==> config.mk <==
export PLATFORM = sky130hd
export DESIGN_NAME = elpis_print_fifo_flat
export DESIGN_NICKNAME = d
export VERILOG_FILES = /design/src/rtl/elpis_print_fifo_pkg.sv /design/src/rtl/elpis_print_fifo_if.sv /design/src/rtl/elpis_fifo_mem.sv /design/src/rtl/elpis_print_fifo.sv /design/src/flat_wrapper.sv
export SDC_FILE = /design/constraint.sdc
export NUM_CORES = 1
export LEC_CHECK = 0
export CAP_MARGIN = 30
export CORE_MARGIN = 2
export CORE_UTILIZATION = 63
export DETAILED_ROUTE_END_ITERATION = 16
export DONT_BUFFER_PORTS = 1
export PLACE_DENSITY = 0.79
export RECOVER_POWER = 25
export SLEW_MARGIN = 20
export SYNTH_ARGS = -nofsm -noshare
export SYNTH_HDL_FRONTEND = slang
export SYNTH_SLANG_ARGS = --single-unit
export TNS_END_PERCENT = 30
==> constraint.sdc <==
create_clock -name clk -period 4.3 [get_ports clk]
set_input_delay 0.215 -clock clk [delete_from_list [all_inputs] [get_ports clk]]
set_output_delay 0.215 -clock clk [all_outputs]
set_load 0.02 [all_outputs]
==> src/rtl/elpis_print_fifo_pkg.sv <==
// Shared constants and helpers for the Elpis print FIFO.
// Sizes default to the values the Elpis top level uses for its print path.
package elpis_print_fifo_pkg;

  localparam int ELPIS_PRINT_FIFO_DEPTH     = 8;
  localparam int ELPIS_PRINT_FIFO_THRESHOLD = 4;
  localparam int ELPIS_PRINT_WIDTH          = 32;

  // Occupancy counter width: must represent 0..depth inclusive.
  function automatic int fifo_cw(input int depth);
    return $clog2(depth) + 1;
  endfunction

endpackage

==> src/rtl/elpis_print_fifo_if.sv <==
// Print-capture and host-drain signals of the Elpis print FIFO.
// The FIFO side uses the slave modport and the Elpis/host side uses the master modport.
interface elpis_print_fifo_if
  import elpis_print_fifo_pkg::*;
#(
  parameter int DEPTH = ELPIS_PRINT_FIFO_DEPTH
);
  localparam int CW = fifo_cw(DEPTH);

  // Handshake: a 0->1 transition of print_enable captures print_data once (no
  // backpressure; a capture into a full FIFO is dropped and flagged on overflow).
  // pop consumes the head only when rd_valid is 1; pop while empty has no effect.
  logic                         print_enable;
  logic [ELPIS_PRINT_WIDTH-1:0] print_data;
  logic                         pop;
  logic                         clear;
  logic [ELPIS_PRINT_WIDTH-1:0] rd_data;
  logic                         rd_valid;
  logic                         empty;
  logic                         full;
  logic [CW-1:0]                count;
  logic                         overflow;
  logic                         irq;

  modport master (
    output print_enable, print_data, pop, clear,
    input  rd_data, rd_valid, empty, full, count, overflow, irq
  );

  modport slave (
    input  print_enable, print_data, pop, clear,
    output rd_data, rd_valid, empty, full, count, overflow, irq
  );

endinterface

==> src/rtl/elpis_fifo_mem.sv <==
// DEPTH x WIDTH flop array: one synchronous write port, one combinational read port.
// Contents are deliberately not reset; the FIFO masks the read data while empty.
module elpis_fifo_mem
  import elpis_print_fifo_pkg::*;
#(
  parameter int DEPTH = ELPIS_PRINT_FIFO_DEPTH,
  parameter int WIDTH = ELPIS_PRINT_WIDTH
) (
  input  logic                     clk,
  input  logic                     we,
  input  logic [$clog2(DEPTH)-1:0] waddr,
  input  logic [WIDTH-1:0]         wdata,
  input  logic [$clog2(DEPTH)-1:0] raddr,
  output logic [WIDTH-1:0]         rdata
);

  logic [WIDTH-1:0] mem [DEPTH];

  always_ff @(posedge clk) begin
    if (we) mem[waddr] <= wdata;
  end

  assign rdata = mem[raddr];

endmodule

==> src/rtl/elpis_print_fifo.sv <==
// First-word fall-through FIFO buffering Elpis print values for the pico host.
// Holds edge detection, wrap-bit pointers, occupancy count, sticky overflow and status decode.
module elpis_print_fifo
  import elpis_print_fifo_pkg::*;
#(
  parameter int DEPTH     = ELPIS_PRINT_FIFO_DEPTH,
  parameter int THRESHOLD = ELPIS_PRINT_FIFO_THRESHOLD
) (
  input  logic               clk,
  input  logic               reset,
  elpis_print_fifo_if.slave  bus
);

  localparam int AW = $clog2(DEPTH);
  localparam int PW = AW + 1;
  localparam int CW = fifo_cw(DEPTH);
  localparam logic [CW-1:0] DEPTH_C = CW'(DEPTH);
  localparam logic [CW-1:0] THR_C   = CW'(THRESHOLD);

  logic [PW-1:0]                wr_ptr;
  logic [PW-1:0]                rd_ptr;
  logic [CW-1:0]                cnt;
  logic                         prev_enable;
  logic                         ovf;
  logic                         push;
  logic                         is_empty;
  logic                         is_full;
  logic                         do_pop;
  logic                         do_write;
  logic                         drop;
  logic [ELPIS_PRINT_WIDTH-1:0] mem_rdata;

  assign push     = bus.print_enable & ~prev_enable;
  assign is_empty = (cnt == '0);
  assign is_full  = (cnt == DEPTH_C);
  assign do_pop   = bus.pop & ~is_empty;
  // When full, a same-cycle pop frees the head slot, which the write then reuses.
  assign do_write = push & (~is_full | do_pop);
  assign drop     = push & is_full & ~do_pop;

  always_ff @(posedge clk or posedge reset) begin
    if (reset) begin
      wr_ptr      <= '0;
      rd_ptr      <= '0;
      cnt         <= '0;
      ovf         <= 1'b0;
      prev_enable <= 1'b0;
    end else begin
      prev_enable <= bus.print_enable;
      if (bus.clear) begin
        wr_ptr <= '0;
        rd_ptr <= '0;
        cnt    <= '0;
        ovf    <= 1'b0;
      end else begin
        if (do_write) wr_ptr <= wr_ptr + PW'(1);
        if (do_pop)   rd_ptr <= rd_ptr + PW'(1);
        case ({do_write, do_pop})
          2'b10:   cnt <= cnt + CW'(1);
          2'b01:   cnt <= cnt - CW'(1);
          default: cnt <= cnt;
        endcase
        if (drop) ovf <= 1'b1;
      end
    end
  end

  elpis_fifo_mem #(
    .DEPTH (DEPTH),
    .WIDTH (ELPIS_PRINT_WIDTH)
  ) u_mem (
    .clk   (clk),
    .we    (do_write & ~bus.clear),
    .waddr (wr_ptr[AW-1:0]),
    .wdata (bus.print_data),
    .raddr (rd_ptr[AW-1:0]),
    .rdata (mem_rdata)
  );

  assign bus.rd_data  = is_empty ? '0 : mem_rdata;
  assign bus.rd_valid = ~is_empty;
  assign bus.empty    = is_empty;
  assign bus.full     = is_full;
  assign bus.count    = cnt;
  assign bus.overflow = ovf;
  assign bus.irq      = (cnt >= THR_C);

endmodule
==> src/flat_wrapper.sv <==
// flat-port wrapper written by rule: the top's interface ports become plain ports
module elpis_print_fifo_flat import elpis_print_fifo_pkg::*;
#(
  parameter int DEPTH     = ELPIS_PRINT_FIFO_DEPTH,
  parameter int THRESHOLD = ELPIS_PRINT_FIFO_THRESHOLD
)
  (clk, reset, bus_print_enable, bus_print_data, bus_pop, bus_clear, bus_rd_data, bus_rd_valid, bus_empty, bus_full, bus_count, bus_overflow, bus_irq);
  elpis_print_fifo_if #(.DEPTH(DEPTH)) bus_i ();
  input  logic clk;
  input  logic reset;
  input wire logic [$bits(bus_i.print_enable)-1:0] bus_print_enable;
  input wire logic [$bits(bus_i.print_data)-1:0] bus_print_data;
  input wire logic [$bits(bus_i.pop)-1:0] bus_pop;
  input wire logic [$bits(bus_i.clear)-1:0] bus_clear;
  output wire logic [$bits(bus_i.rd_data)-1:0] bus_rd_data;
  output wire logic [$bits(bus_i.rd_valid)-1:0] bus_rd_valid;
  output wire logic [$bits(bus_i.empty)-1:0] bus_empty;
  output wire logic [$bits(bus_i.full)-1:0] bus_full;
  output wire logic [$bits(bus_i.count)-1:0] bus_count;
  output wire logic [$bits(bus_i.overflow)-1:0] bus_overflow;
  output wire logic [$bits(bus_i.irq)-1:0] bus_irq;
  assign bus_i.print_enable = bus_print_enable;
  assign bus_i.print_data = bus_print_data;
  assign bus_i.pop = bus_pop;
  assign bus_i.clear = bus_clear;
  assign bus_rd_data = bus_i.rd_data;
  assign bus_rd_valid = bus_i.rd_valid;
  assign bus_empty = bus_i.empty;
  assign bus_full = bus_i.full;
  assign bus_count = bus_i.count;
  assign bus_overflow = bus_i.overflow;
  assign bus_irq = bus_i.irq;
  elpis_print_fifo #(.DEPTH(DEPTH), .THRESHOLD(THRESHOLD)) u_core (.clk(clk), .reset(reset), .bus(bus_i));
endmodule
### Word level (Yosys, flattened, before mapping)

Memory sizes are Yosys's and may differ from the RTL's.
Cells that the tools add are included.

* register bits after elaboration: 14
* memory bits (writable): 256
* input port bits: 37
* output and inout bits: 41
* logic and storage cells: 42
* memories kept: 1

Memories
* u_core.u_mem.mem: depth 8, bits a word 32, read ports 1, clocked after Yosys merged registers in 0, write ports 1, line elpis_fifo_mem.sv:17 `logic [WIDTH-1:0] mem [DEPTH];`

* add/sub/neg operators: 4
* $lt $le $gt $ge: 1
* equality and inequality tests: 3
* multiplexer cells: 11
* bitwise logic cells: 12
* reduce and logical (&&, ||, !) cells: 5

Operators with widths (number)
* $mux 32: 1
* $mux 4: 5
* $add 4x1->4 const B: 3
* $pmux 4 s2: 1
* $and 1x1->1: 6
* $reduce_bool 2->1: 3
* $not 1->1: 5
* $eq 4x4->1 const B: 1
* $ge 4x3->1 const B: 1
* $logic_not 4->1: 1
* $mux 1: 4
* $sub 4x1->4 const B: 1
* $reduce_bool 3->1: 1
* $eq 2x1->1 const B: 1
* $eq 2x2->1 const B: 1
* $or 1x1->1: 1

### Depth between registers and ports, before layout

* depth after elaboration: 8
* depth in mapped cells: 10

### Hierarchy

From an unflattened synthesis, not the netlist that was laid out.

* cell total of the unflattened synthesis: 494
* area total of the unflattened synthesis: 10780.3 um^2

Modules (own cells, without submodules)
* elpis_fifo_mem: times used 1, cells each 383, area each 9825.7 um^2, seq. area each 7687.4 um^2
* elpis_print_fifo: times used 1, cells each 111, area each 954.7 um^2, seq. area each 300.3 um^2

### Worst setup path before layout

Ideal clock, no wire load.

* path type: register to register
* start point: register u_core.cnt[0], in the netlist u_core.bus.count[0]
* end point: memory u_core.u_mem.mem[1][0] (netlist name) (enable)
* setup time: 0.461 ns
* arrival: 3.571 ns
* data required time: 3.839 ns
* path slack: 0.268 ns
* cell stages (with the launch flop): 5
* path buffers: 0
* period minus slack after synthesis: 4.032 ns
* cells stage by stage: dfrtp_1 > or4b_2 > o21ai_2 > or3b_2 > nor3_1

* longest elaborated chain between the ends: 8
* elaborated cells on any way between the ends: 10

Ends and longest elaborated chain
* start: declaration: line elpis_print_fifo.sv:22 `logic [CW-1:0] cnt;`
* start signal: assignment: line elpis_print_fifo.sv:59 `2'b10: cnt <= cnt + CW'(1);`
* start signal: assignment: line elpis_print_fifo.sv:60 `2'b01: cnt <= cnt - CW'(1);`
* start signal: assignment: line elpis_print_fifo.sv:61 `default: cnt <= cnt;`
* $logic_not 4->1: line elpis_print_fifo.sv:34 `assign is_empty = (cnt == '0);`
* $not 1->1: line elpis_print_fifo.sv:36 `assign do_pop = bus.pop & ~is_empty;`
* $and 1x1->1: line elpis_print_fifo.sv:36
* $or 1x1->1 *: line elpis_print_fifo.sv:38 `assign do_write = push & (~is_full | do_pop);`
* $and 1x1->1 *: line elpis_print_fifo.sv:38
* $and 1x1->1 *: line elpis_print_fifo.sv:73 `.we (do_write & ~bus.clear),`
* $mux 1 *: line elpis_fifo_mem.sv:20 `if (we) mem[waddr] <= wdata;`
* $mux 1 (implied by the code) *: line elpis_fifo_mem.sv:20
* end: declaration: line elpis_fifo_mem.sv:17

Every way passes the cells marked *; elsewhere a longest branch is shown, timed or not.

### Worst setup path in the final report

* start point: register u_core.cnt[1], in the netlist u_core.bus.count[1]
* end point: output port bus_rd_data[16]

* longest elaborated chain between the ends: 2

Ends and longest elaborated chain
* $logic_not 4->1: line elpis_print_fifo.sv:34
* named net bus_empty: line flat_wrapper.sv:17 `output wire logic [$bits(bus_i.empty)-1:0] bus_empty;`
* $mux 32: line elpis_print_fifo.sv:80 `assign bus.rd_data = is_empty ? '0 : mem_rdata;`
* end: declaration: line flat_wrapper.sv:15 `output wire logic [$bits(bus_i.rd_data)-1:0] bus_rd_data;`

The timed path passes the listed nets, and every way through them passes these cells.

==> run summary <==
die area: 17700 um2
Final GP Congestion: 0.825
Post-synth EDFFs: 256
sequential element share of the synthesized area: 76.3%
reg-to-reg slack, setup: 1660 ps
area grow syn2layout: 15.2%
Starting Density: 63.8%
final core utilization: 73.5%
clock sink count: 268
fmax: 319 MHz
most frequent cells in the layout: 256 x edfxtp_1, 64 x mux4_2, 40 x nor2_1, 37 x dlygate4sd3_1, 33 x mux2i_1
Syn Nets: 532
CTS max path bufs: 3
Worst-Margin Slew: 942 ps
RSZ-0062 raised after global routing: no
largest net degree at the start of global routing: 67
Die Wd: 133 um
non-filler cells, final: 783
Crit Path Max Fanout: 18
fill cell count: 920
period utilization: 73.0%
Post-DP HPWL: 11400 um
Hold Fails Final Rpt: 0
Tmin final: 3140 ps
status: complete, no violations
Lkg Pwr: 3.75 nW
mapped cell area: 10500 um2
Hold WS: 31.2 ps
initial antenna violation count: 1
Final TNS setup: 0 ps
fraction of layout cells with a size suffix above 1: 24.0%
max_slew headroom: 37.2%
CTS buffer count: 26
CP Launch Type: register
max-slew violation count: 0
post-route ant nets: 0
TritonCTS clock tree: built
power per cell area: 542 nW/um2
Worst R2R Start: u_core.bus.count[1]$_DFFE_PP0P_
top post-synthesis cells by area: edfxtp_1 73%, mux4_2 14%, mux2i_1 3.2%, dfrtp_1 2.9%, nor2_1 1.6%
Worst EP arrival: 2920 ps
post-synthesis xor/xnor area fraction: 0.502%
vias in the first global route: 5166
Worst Setup SP: u_core.bus.count[1]$_DFFE_PP0P_
placed cells: 700
Avg Vias per Cell: 6.15
Final WS setup: 1160 ps
Yosys top cell by area: edfxtp_1
Core Rows: 47
Post-Layout Inst Area: 12100 um2
max cap viols: 0
Worst setup EP type: primary output
Post-Route WL: 19300 um
Core Area: 16400 um2
worst hold start: bus_pop
Final Setup Violations: 0
# IOs: 78
ys flop type: edfxtp_1
mux share of post-synthesis cell area: 17.1%
Yosys cell types: 37
DR pass1 iterations: 4
commonest non-fill, non-tap cell in the layout: edfxtp_1
placed standard-cell area: 10900 um2
Synth Area in Simple Gates: 3.17%
YS warnings: 0
share of the synthesized area in the top cell type: 73.4%
post-synthesis register bit count: 268
Post-CTS Setup Bufs: 0
Die Span Y: 133 um
Fin Clk Skew: 9.66 ps
largest family of logic cells by synthesized area: multiplexers
PortBufs: 0
average wire per standard cell: 24.7 um
Post-Synth Adder-Cell Area: 0.478%
clock latency on the worst-skew pair: 520 ps
critical path required time: 4090 ps
mean post-synth cell area: 21.3 um2
Congestion Overflow GR: 0
DR iter-0 viols: 349
CTS H-tree depth: 1
worst slack at placement: 1680 ps
Synth Instances: 491
drc violations: 0
critical path class: reg -> out
clock root buffer: clkbuf_16
post-synthesis compound-gate area fraction: 1.02%
All-Layer GR Usage: 22.9%
Hold WC Path Type: in -> reg
vias post-DR: 4817
Pwr Total: 6.54 mW
worst vdd ir: 0.000382 V
first-pass GRT wire length: 30400 um
CTS clk-pin slew, worst paths: 60 ps
FFs w/ async S/R, synth: 4.48%
nets: 586
==> worst paths after layout <==
path / end / cells after the start
setup / recovery: bus_rd_data[16] / 4
min in group asynchronous: u_core.wr_ptr[2]$_DFFE_PP0P_ / 2
setup reg to reg: u_core.u_mem.mem[3][16]$_DFFE_PP_ / 5
hold reg to reg: u_core.wr_ptr[0]$_DFFE_PP0P_ / 2
max in group asynchronous: u_core.rd_ptr[0]$_DFFE_PP0P_ / 2
hold / removal: u_core.wr_ptr[2]$_DFFE_PP0P_ / 3
==> where the power goes <==
part / switching (mW) / internal [mW] / total (mW)
Sequential: 0.118 / 2.91 / 3.02
Combinational: 0.918 / 0.538 / 1.46
Clock: 0.895 / 1.16 / 2.06
Total: 1.93 / 4.61 / 6.54
==> state kept, by name, indices dropped and copies added, names as in the netlist <==
signal and flops:
u_core.u_mem.mem 256, u_core.wr_ptr 3, u_core.prev_enable 1, u_core.bus.count 4
u_core.rd_ptr 3, u_core.bus.overflow 1
==> layout make-up <==
cell class	instances	area, um2	share of cell area [%]
Antenna cell	1	2.50	0.0207
Clock buffer	30	666	5.52
Clock inverter	15	104	0.861
Inverter	6	25.0	0.207
Multi-Input combinational cell	192	2390	19.8
Sequential cell	268	7990	66.3
Tap cell	220	275	2.28
Timing Repair Buffer	51	606	5.02
==> timing repair <==
action | CTS | global route
gates resized for setup | 0 | 0
endpoints found under the hold margin | 280 | 0
hold buffers | 37 | 0
==> cells in the mapped netlist (3+ instances only) <==
cell type,count
nand3_1,3
mux4_2,64
buf_2,10
nor3_1,3
nand2b_1,4
edfxtp_1,256
buf_1,3
inv_1,5
xor2_1,5
clkbuf_1,10
nor2b_1,3
mux2i_1,33
ha_1,4
dfrtp_1,12
nor2_1,46
==> worst max-delay path, stage by stage (launching register included) <==
cell,delay (ps)
dfrtp_1,630
or4_4,320
clkinv_1,570
buf_4,470
nor2_1,390
==> kinds of logic (layout without fill, tap and decap cells) <==
kind of cell,count (synthesis),in the layout
other cells,0,1
flops,268,268
compound gates,14,14
simple gates,69,69
xor+xnor,6,6
fa+ha+maj,4,4
buf+inv,31,102
mux,99,99
==> metal layers <==
layer  track usage, %  share of wire (%)  up-vias
li1                 -                  -     2116
met1             32.3                 41     2536
met2             37.8                 51      144
met3             4.87                6.1       21
met4             5.50                1.5        0
met5                0                  0        -
No activity file was read; power rests on OpenSTA's default activity.
